`src/rtl/alu_disp_pkg.sv`:
```
// Package: alu_disp_pkg
// Shared types and constants for the ALU result display slice:
//   - disp_state_e : conversion FSM states (IDLE, SHIFT, COMMIT)
//   - RESULT_W     : ALU result width (fixed at 6, max value 63)
//   - SEG_*        : 7-segment patterns {g,f,e,d,c,b,a}, active-high
//   - DIG_UNITS / DIG_TENS : one-hot digit enables
//   - dd_adjust()  : double-dabble add-3 correction on one BCD nibble
package alu_disp_pkg;

  localparam int unsigned RESULT_W = 6;
  localparam int unsigned BCD_W    = 8;

  // Six shift edges, counted 0..5; the FSM leaves SHIFT when the counter is at 5.
  localparam logic [2:0] SHIFT_LAST = 3'd5;

  typedef enum logic [1:0] {
    IDLE   = 2'd0,
    SHIFT  = 2'd1,
    COMMIT = 2'd2
  } disp_state_e;

  localparam logic [6:0] SEG_0     = 7'b0111111;
  localparam logic [6:0] SEG_1     = 7'b0000110;
  localparam logic [6:0] SEG_2     = 7'b1011011;
  localparam logic [6:0] SEG_3     = 7'b1001111;
  localparam logic [6:0] SEG_4     = 7'b1100110;
  localparam logic [6:0] SEG_5     = 7'b1101101;
  localparam logic [6:0] SEG_6     = 7'b1111101;
  localparam logic [6:0] SEG_7     = 7'b0000111;
  localparam logic [6:0] SEG_8     = 7'b1111111;
  localparam logic [6:0] SEG_9     = 7'b1101111;
  localparam logic [6:0] SEG_BLANK = 7'b0000000;

  localparam logic [1:0] DIG_UNITS = 2'b01;
  localparam logic [1:0] DIG_TENS  = 2'b10;

  // A nibble >= 5 would carry past 9 after the next doubling, so pre-add 3.
  function automatic logic [3:0] dd_adjust(input logic [3:0] nib);
    return (nib >= 4'd5) ? nib + 4'd3 : nib;
  endfunction

endpackage

```
`src/rtl/seg7_decode.sv`:
```
// Module: seg7_decode
// Combinational BCD digit to 7-segment decoder. Non-decimal codes blank.
//   bcd_i [3:0] : BCD digit
//   seg_o [6:0] : segments {g,f,e,d,c,b,a}, active-high
module seg7_decode
  import alu_disp_pkg::*;
(
  input  logic [3:0] bcd_i,
  output logic [6:0] seg_o
);

  always_comb begin
    seg_o = SEG_BLANK;
    case (bcd_i)
      4'd0:    seg_o = SEG_0;
      4'd1:    seg_o = SEG_1;
      4'd2:    seg_o = SEG_2;
      4'd3:    seg_o = SEG_3;
      4'd4:    seg_o = SEG_4;
      4'd5:    seg_o = SEG_5;
      4'd6:    seg_o = SEG_6;
      4'd7:    seg_o = SEG_7;
      4'd8:    seg_o = SEG_8;
      4'd9:    seg_o = SEG_9;
      default: seg_o = SEG_BLANK;
    endcase
  end

endmodule

```
`src/rtl/alu_result_display.sv`:
```
// Module: alu_result_display
// Accepts a 6-bit ALU result on a valid/ready handshake, converts it to two
// BCD digits with a sequential double-dabble (6 shift cycles), then commits
// the digits to a two-digit time-multiplexed 7-segment display and the raw
// binary to the LEDs. One result per 8 cycles; results offered while busy
// are dropped.
// Parameters:
//   REFRESH_DIV : clk cycles each digit stays selected (2..65535)
// Ports:
//   clk        : clock, rising edge
//   rst        : synchronous active-high reset
//   result_i   : ALU result
//   valid_i    : result_i valid this cycle
//   ready_o    : high while idle (a result can be accepted)
//   leds_o     : last committed binary result
//   seg_o      : segments {g,f,e,d,c,b,a} of the selected digit, active-high
//   dig_sel_o  : one-hot digit enable, 01 units / 10 tens
// Configuration macro ALU_DISP_LZ_BLANK_EN: when defined, a zero tens digit
// is blanked; otherwise the tens digit always shows.
module alu_result_display
  import alu_disp_pkg::*;
#(
  parameter int unsigned REFRESH_DIV = 1024
) (
  input  logic                clk,
  input  logic                rst,
  input  logic [RESULT_W-1:0] result_i,
  input  logic                valid_i,
  output logic                ready_o,
  output logic [RESULT_W-1:0] leds_o,
  output logic [6:0]          seg_o,
  output logic [1:0]          dig_sel_o
);

  localparam logic [15:0] REF_LAST = 16'(REFRESH_DIV - 1);

  disp_state_e         state_q, state_d;
  logic [RESULT_W-1:0] bin_q, bin_d;     // shifted-out binary
  logic [RESULT_W-1:0] cap_q, cap_d;     // binary held intact for the LEDs
  logic [BCD_W-1:0]    bcd_q, bcd_d;     // {tens, units} scratch
  logic [2:0]          cnt_q, cnt_d;
  logic [3:0]          tens_q, tens_d;
  logic [3:0]          units_q, units_d;
  logic [RESULT_W-1:0] leds_q, leds_d;
  logic [15:0]         ref_q, ref_d;
  logic [1:0]          dig_q, dig_d;

  logic [BCD_W-1:0]    bcd_adj;
  logic [3:0]          digit_sel;
  logic [6:0]          seg_raw;

  // Conversion FSM and datapath
  always_comb begin
    state_d = state_q;
    bin_d   = bin_q;
    cap_d   = cap_q;
    bcd_d   = bcd_q;
    cnt_d   = cnt_q;
    tens_d  = tens_q;
    units_d = units_q;
    leds_d  = leds_q;
    bcd_adj = {dd_adjust(bcd_q[7:4]), dd_adjust(bcd_q[3:0])};

    case (state_q)
      IDLE: begin
        if (valid_i) begin
          bin_d   = result_i;
          cap_d   = result_i;
          bcd_d   = '0;
          cnt_d   = '0;
          state_d = SHIFT;
        end
      end
      SHIFT: begin
        {bcd_d, bin_d} = {bcd_adj[BCD_W-2:0], bin_q, 1'b0};
        cnt_d = cnt_q + 3'd1;
        if (cnt_q == SHIFT_LAST) state_d = COMMIT;
      end
      COMMIT: begin
        tens_d  = bcd_q[7:4];
        units_d = bcd_q[3:0];
        leds_d  = cap_q;
        state_d = IDLE;
      end
      default: state_d = IDLE;
    endcase
  end

  // Digit refresh mux, free-running in every FSM state
  always_comb begin
    ref_d = ref_q + 16'd1;
    dig_d = dig_q;
    if (ref_q == REF_LAST) begin
      ref_d = '0;
      dig_d = (dig_q == DIG_UNITS) ? DIG_TENS : DIG_UNITS;
    end
  end

  always_ff @(posedge clk) begin
    if (rst) begin
      state_q <= IDLE;
      bin_q   <= '0;
      cap_q   <= '0;
      bcd_q   <= '0;
      cnt_q   <= '0;
      tens_q  <= '0;
      units_q <= '0;
      leds_q  <= '0;
      ref_q   <= '0;
      dig_q   <= DIG_UNITS;
    end else begin
      state_q <= state_d;
      bin_q   <= bin_d;
      cap_q   <= cap_d;
      bcd_q   <= bcd_d;
      cnt_q   <= cnt_d;
      tens_q  <= tens_d;
      units_q <= units_d;
      leds_q  <= leds_d;
      ref_q   <= ref_d;
      dig_q   <= dig_d;
    end
  end

  assign digit_sel = (dig_q == DIG_TENS) ? tens_q : units_q;

  seg7_decode u_seg7_decode (
    .bcd_i (digit_sel),
    .seg_o (seg_raw)
  );

`ifdef ALU_DISP_LZ_BLANK_EN
  assign seg_o = ((dig_q == DIG_TENS) && (tens_q == 4'd0)) ? SEG_BLANK : seg_raw;
`else
  assign seg_o = seg_raw;
`endif

  assign ready_o   = (state_q == IDLE);
  assign leds_o    = leds_q;
  assign dig_sel_o = dig_q;

endmodule

```
`config.mk`:
```
export PLATFORM = sky130hd
export DESIGN_NAME = alu_result_display
export DESIGN_NICKNAME = d
export VERILOG_FILES = /design/src/rtl/alu_disp_pkg.sv /design/src/rtl/seg7_decode.sv /design/src/rtl/alu_result_display.sv
export SDC_FILE = /design/constraint.sdc
export NUM_CORES = 1
export LEC_CHECK = 0
export BUFFER_PORTS_ARGS = -buffer_cell sky130_fd_sc_hd__buf_2
export CAP_MARGIN = 30
export CORE_MARGIN = 5
export CORE_UTILIZATION = 55
export CTS_CLUSTER_DIAMETER = 30
export DETAILED_ROUTE_END_ITERATION = 10
export GPL_TIMING_DRIVEN = 0
export PLACE_DENSITY = 0.77
export SETUP_SLACK_MARGIN = 0.15
export SYNTH_ARGS = -nofsm -noshare
export SYNTH_HDL_FRONTEND = slang
export SYNTH_SLANG_ARGS = --single-unit
```
`constraint.sdc`:
```
create_clock -name clk -period 2.1 [get_ports clk]
set_input_delay 0.42 -clock clk [delete_from_list [all_inputs] [get_ports clk]]
set_output_delay 0.42 -clock clk [all_outputs]
set_load 0.03 [all_outputs]
```
==> metrics.csv, run 1 <==
stage;metric;value;unit
route;wire per inst;14.1;um
sta;final setup slack of the worst path;-0.356;ns
global_route;via count of the first global-routing pass;2180;
global_route;gr usage total;19.6;%
die;Top-Level Pins;25;
die;chip height;79.2;um
finish;layout overhead on the synthesized area;29.1;%
power;Clk network pwr share;47.5;%
worst_setup_path;data required time of the critical path;1.68;ns
power;switching part of the total power;22.6;%
worst_hold_path;startpoint of the lowest-slack hold path;result_i[2];
logic_synthesis;EDFF count, synth;0;
sta;hold violation total from the final report;0;
clock_tree;clock transition time at the flip-flop clock pins of the worst setup and hold paths;0.06;ns
worst_setup_path;launch instance of the worst register-to-register path;ref_q[0];
logic_synthesis;cell accounting for the most synthesized area;dfxtp_1;
worst_setup_path;signal arrival time at the worst endpoint;2.04;ns
finish;Inserted Diodes;0;
global_route;maximum number of pins on one net before global-route repair;11;
logic_synthesis;Top FF cell, synth;dfxtp_1;
logic_synthesis;number of cells produced by synthesis;311;
sta;worst slew slack as a fraction of its limit;66.5;%
die;die area;6270;um2
sta;number of max-slew violations in the final report;0;
die;Die X;79.2;um
clock_tree;clock sink count;57;
worst_setup_path;class of the most critical setup path;flop to output port;
finish;number of nets in the layout;379;
worst_hold_path;endpoint of the worst hold-timing path;cap_q[2];
sta;unrepaired setup endpoints after global routing;true;
worst_setup_path;maximum fanout along the worst path;5;
clock_tree;H-tree level count;3;
finish;Reg area;1150;um2
worst_hold_path;worst hold path cell count;3;
route;via-per-instance ratio;5.40;
route;via count;2248;
logic_synthesis;average cell area after synthesis;8.46;um2
worst_setup_path;register-to-register setup slack;0.34;ns
run_status;run status;finished with violations;
sta;final period demand of the worst path;2.46;ns
worst_setup_path;reg2reg path depth;5;
worst_setup_path;Worst Setup End Kind;output port;
logic_synthesis;Unique masters post-synth;34;
run_status;violations in the final reports;negative setup slack;
sta;Worst Tran Pin Value;0.503;ns
sta;Setup violations, final;7;
logic_synthesis;Commonest cells post-synth;59 x nand2_1, 57 x dfxtp_1, 31 x a21oi_1, 31 x nor2_1, 16 x xnor2_1;
flow_run;number of max-capacitance violations reported;0;
logic_synthesis;biggest area contributors in the synthesized netlist;dfxtp_1 43%, nand2_1 8.4%, ha_1 6.2%;
clock_tree;CTS tree;built;
logic_synthesis;warnings from Yosys;0;
die;Placement Rows;25;
power;part of the total power dissipated in combinational logic;4.9;%
logic_synthesis;area share of the largest cell type after synthesis;43.3;%
finish;area taken by multi-input logic gates;1550;um2
route;DRC violations left;0;
global_route;initial antenna violation count;0;
placement;IO Port Bufs;23;
finish;layout cells sized above 1;24.9;%
global_route;first-pass GRT wire length;9710;um
global_route;Overflow after GRT;0;
placement;Placer Congestion;0.837;
logic_synthesis;most repeated cell in the gate-level netlist after synthesis;nand2_1;
worst_setup_path;nature of the critical path startpoint;flop;
finish;Final Core Density;72.4;%
logic_synthesis;number of nets in the synthesized netlist;333;
power;maximum resistive drop on vdd;0.000552;V
route;total wirelength of the detailed-routed design;5850;um
power;switching power;532;uW
logic_synthesis;cell area after synthesis;2630;um2
logic_synthesis;post-synthesis register bit count;57;
clock_tree;Max Buffers Root-to-Sink;2;
power;total power density per cell area;693;nW/um2
placement;final HPWL from detailed placement;3630;um
power;Pleak;0.00121;uW
sta;max frequency;407;MHz
route;TritonRoute pass-1 iters;4;
sta;Final Skew;0.00443;ns
logic_synthesis;Seq/Total Area, Yosys;43.3;%
die;area inside the core boundary;4690;um2
clock_tree;clock buffer count from CTS;9;
power;internal power of the cells;1820;uW
logic_synthesis;ys async rst share;0;%
clock_tree;clock root buffer;clkbuf_8;
sta;final worst-path cycle share;117;%
worst_setup_path;worst reg2reg endpoint;dig_sel_o[1];
route;Antenna Nets Post-Route;0;
power;power share of the sequential group;47.6;%
finish;fill cell count;343;
worst_hold_path;path type of the worst min-delay path;primary input to flop;
route;count of routing violations after the opening detailed-route iteration;73;
sta;Total Negative Setup Slacks;-2.20;ns
die;Starting Density;56.1;%
clock_tree;insertion delay to the later sink of the worst-skew pair;0.33;ns
[sequential cells by signal, indices dropped and copies added (netlist names)]
signal	count
bcd_q	8
bin_q	6
cap_q	6
cnt_q	3
dig_sel_o	2
leds_o	6
ref_q	16
state_q	2
tens_q	4
units_q	4
[critical path, cell delays in order, from the launching register on]
cell,delay (ns)
dfxtp_4,0.34
nor2b_4,0.14
buf_8,0.15
mux2i_4,0.31
inv_2,0.10
ha_4,0.28
inv_4,0.04
a21oi_4,0.16
nor2_4,0.05
buf_6,0.14
[logic make-up after synthesis]
family | share of synthesized area, %
AO/OA/AOI/OAI | 10.6
XOR/XNOR | 6.32
adder cells (fa/ha/maj) | 6.18
buffers and inverters | 4.37
flip-flops | 43.3
multiplexers | 5.70
AND/OR/NAND/NOR | 23.5
[cell type report]
cell class	count	area share, %
buffer	13	2.06
inverter	13	1.51
clock inverter	4	1.40
multi-input combinational	228	45.5
sequential	57	33.7
clock buffer	12	5.19
tap	54	1.99
timing repair buffer	35	8.62
[layer usage]
metal | global-route usage [%] | vias to the layer above | wire length [um]
li1 | - | 1145 | -
met1 | 22.7 | 1053 | 2600
met2 | 34.2 | 40 | 2980
met3 | 3.85 | 10 | 197
met4 | 9.79 | 0 | 61
met5 | 0 | - | 0
[worst max path at each step]
stage / to / slack (ns) / from
after floorplan: seg_o[3] / -0.03 / dig_sel_o[1]
after global placement: seg_o[3] / -0.17 / dig_sel_o[1]
after detailed placement: seg_o[3] / -0.19 / dig_sel_o[1]
after CTS: seg_o[1] / -0.32 / dig_sel_o[1]
after global routing: seg_o[1] / -0.44 / dig_sel_o[1]
final: seg_o[1] / -0.36 / dig_sel_o[1]
[cell usage in the layout (no fill, tap or decap), drive strengths merged, types with 3 or more instances in the layout]
master	instances
nor3	7
xor2	3
nand3	10
or3	3
o22ai	6
clkbuf	21
ha	13
a31oi	7
nand2	59
a21oi	31
mux2i	8
nor2b	3
nor2	32
nand2b	5
dfxtp	57
o21ai	6
mux2	4
nand4	3
xnor2	16
buf	39
nor4	5
inv	13
[per-stage QoR]
step	setup slack, ns	area (um2)	instances	power [uW]	hold slack (ns)
after floorplan	-0.0325	2750	311	1220	0.430
after global placement	-0.166	2940	388	1260	0.439
after detailed placement	-0.192	2940	388	1260	0.444
after CTS	-0.320	3330	415	2370	0.348
after global routing	-0.439	3400	416	2430	0.356
final	-0.356	3400	416	2350	0.362
[power by group through the flow]
stage | sequential [uW] | clock [uW] | combinational (uW)
final | 1120 | 1120 | 114
after global routing | 1120 | 1180 | 128
after CTS | 1120 | 1130 | 116
after detailed placement | 1140 | 0 | 115
after global placement | 1140 | 0 | 112
after floorplan | 1140 | 0 | 82.3
[what timing repair did]
action                     in CTS  in global routing
hold buffers                    0                  0
setup endpoints to repair       7                  7
setup buffers                  11                  1
pin swaps                       4                  1
gates resized for setup        21                 10
No activity file was read; power rests on OpenSTA's default activity.
==> inputs of run 2 (changes only) <==
--- a/config.mk
+++ b/config.mk
@@ -11,8 +11,10 @@
 export CORE_UTILIZATION = 55
 export CTS_CLUSTER_DIAMETER = 30
 export DETAILED_ROUTE_END_ITERATION = 10
+export GPL_ROUTABILITY_DRIVEN = 0
 export GPL_TIMING_DRIVEN = 0
 export PLACE_DENSITY = 0.77
+export REMOVE_ABC_BUFFERS = 1
 export SETUP_SLACK_MARGIN = 0.15
 export SYNTH_ARGS = -nofsm -noshare
 export SYNTH_HDL_FRONTEND = slang
==> run 2 against run 1 <==
- the flow still finishes with violations (negative setup slack)
- cell area grew 0.33%
- utilization is 0.24 points higher
- power is 1.6% higher
- non-clock buffer count shrank 4
- sequential cell count unchanged
- wire length down 1.4%
- sequential share of layout area decreased by 0.18 points
- global-route usage up 0.64 points
- cell count fell by 0.96%
- largest cell class unchanged
==> metrics.csv, run 2 (same netlist as run 1, synthesis figures left out) <==
stage;metric;value;unit
finish;commonest non-fill, non-tap cells in the layout;58 x nand2_1, 55 x dfxtp_1, 31 x nor2_1;
placement;final HPWL from detailed placement;3430;um
finish;register bank with the most flops;ref_q;
power;maximum resistive drop on vdd;0.000762;V
worst_setup_path;signal arrival time at the worst endpoint;2.02;ns
power;Pleak;0.00122;uW
power;total power density per cell area;701;nW/um2
route;DRC violations left;0;
worst_setup_path;Worst Setup End Kind;output port;
route;Antenna Nets Post-Route;0;
route;count of routing violations after the opening detailed-route iteration;104;
worst_setup_path;reg2reg path depth;5;
finish;number of nets in the layout;375;
clock_tree;clock transition time at the flip-flop clock pins of the worst setup and hold paths;0.07;ns
clock_tree;# hold bufs at CTS;0;
route;via count;2210;
die;Top-Level Pins;25;
sta;Setup violations, final;7;
worst_setup_path;maximum fanout along the worst path;4;
worst_setup_path;worst reg2reg endpoint;dig_sel_o[1];
worst_hold_path;worst hold path cell count;3;
finish;final cell area excluding filler cells;3410;um2
clock_tree;clock buffer count from CTS;9;
sta;final period demand of the worst path;2.44;ns
die;Starting Density;56.1;%
sta;Final Skew;0.00763;ns
worst_setup_path;family with the most delay on the worst path;buffers and inverters;
finish;flip-flop count of the largest register after layout;16;
worst_setup_path;data required time of the critical path;1.68;ns
sta;hold violation total from the final report;0;
clock_tree;H-tree level count;3;
sta;final worst-path cycle share;116;%
worst_setup_path;critical path cell sequence;nor2b_4 > buf_12 > mux2i_4 > inv_2 > ha_4 > inv_4 > a21oi_2 > nor2_1 > buf_4;
sta;worst slew slack as a fraction of its limit;47.8;%
worst_setup_path;CP max stage cell;dfxtp_2;
worst_setup_path;class of the most critical setup path;flop to output port;
finish;registers with the most flip-flops;ref_q: 16 flops, bcd_q: 8 flops;
run_status;violations in the final reports;negative setup slack;
worst_setup_path;nature of the critical path startpoint;flop;
worst_setup_path;crit path from;dig_sel_o[0];
flow_run;number of max-capacitance violations reported;0;
sta;unrepaired setup endpoints after global routing;true;
sta;number of max-slew violations in the final report;0;
global_route;first-pass GRT wire length;9890;um
sta;final setup slack of the worst path;-0.340;ns
global_route;initial antenna violation count;0;
worst_setup_path;Crit path buffers/inverters;4;
global_route;gr usage total;20.2;%
route;total wirelength of the detailed-routed design;5770;um
clock_tree;Max Buffers Root-to-Sink;2;
worst_setup_path;register-to-register setup slack;0.34;ns
finish;Final Core Density;72.7;%
run_status;run status;finished with violations;
die;chip height;79.2;um
die;area inside the core boundary;4690;um2
sta;Worst Tran Pin Value;0.783;ns
finish;commonest non-fill, non-tap cell in the layout;nand2_1;
die;die area;6270;um2
placement;IO Port Bufs;24;
clock_tree;clock root buffer;clkbuf_8;
finish;Inserted Diodes;0;
worst_setup_path;Largest stage delay, worst path;0.35;ns
finish;layout cells sized above 1;27.1;%
die;Placement Rows;25;
global_route;maximum number of pins on one net before global-route repair;46;
worst_setup_path;total number of cells along the worst setup path;9;
worst_setup_path;crit path to;seg_o[1];
worst_setup_path;launch instance of the worst register-to-register path;ref_q[0];
route;wire per inst;14.0;um
placement;Placed Area;2770;um2
route;TritonRoute pass-1 iters;4;
global_route;via count of the first global-routing pass;2142;
global_route;Overflow after GRT;0;
worst_hold_path;path type of the worst min-delay path;primary input to flop;
sta;max frequency;410;MHz
clock_tree;clock sink count;57;
clock_tree;insertion delay to the later sink of the worst-skew pair;0.34;ns
die;Die X;79.2;um
route;via-per-instance ratio;5.36;
clock_tree;CTS tree;built;
finish;layout overhead on the synthesized area;29.5;%
## run 2: final cells by class
cell class / instances / area (um2)
Clock buffer: 11 / 151
Clock inverter: 5 / 77.6
Fill cell: 357 / 1280
Inverter: 13 / 51.3
Multi-Input combinational cell: 228 / 1560
Sequential cell: 57 / 1140
Tap cell: 54 / 67.6
Timing Repair Buffer: 44 / 363
## run 2: worst reg2reg max path: stages, from the launching register on
cell,delay [ns]
dfxtp_1,0.38
ha_1,0.22
nand3_2,0.17
nor3_2,0.29
and4_4,0.28
mux2_1,0.31
## run 2: worst min path at each step
stage	start	endpoint	slack [ns]
6_report	result_i[1]	cap_q[1]	0.36
5_1_grt	result_i[5]	cap_q[5]	0.36
4_1_cts	result_i[1]	cap_q[1]	0.35
3_5_place_dp	bin_q[5]	bcd_q[0]	0.44
3_3_place_gp	cap_q[5]	leds_o[5]	0.44
2_1_floorplan	bcd_q[5]	tens_q[1]	0.43
## run 2: stage by stage
| stage | setup WS [ns] | std cells | setup TNS [ns] | power, uW | hold WS, ns |
|---|---|---|---|---|---|
| floorplan | -0.841 | 298 | -5.33 | 1210 | 0.426 |
| global placement | -0.700 | 376 | -5.15 | 1250 | 0.439 |
| detailed placement | -0.769 | 378 | -4.58 | 1250 | 0.445 |
| CTS | -0.342 | 407 | -2.02 | 2410 | 0.346 |
| global route | -0.446 | 412 | -2.60 | 2500 | 0.356 |
| finish | -0.340 | 412 | -2.02 | 2390 | 0.360 |
## run 2: power breakdown
part / switching [uW] / total [uW] / leakage, uW / internal (uW)
logic: 72.6 / 105 / 0.000646 / 32.9
registers: 16.7 / 1120 / 0.000462 / 1110
clock network: 435 / 1160 / 0.000115 / 728
## run 2: what timing repair did
| item | CTS | global route |
|---|---|---|
| setup buffers | 13 | 5 |
| pin swaps | 7 | 4 |
| resized for setup | 36 | 21 |
| endpoints found under the setup margin | 7 | 7 |
## run 2: routing by layer
layer	vias up	part of all wire [%]	global-route usage (%)
met2	45	50	34.1
li1	1133	-	-
met3	9	4.7	6.35
met1	1023	44	24.4
met4	0	1.4	6.70
met5	-	0	0
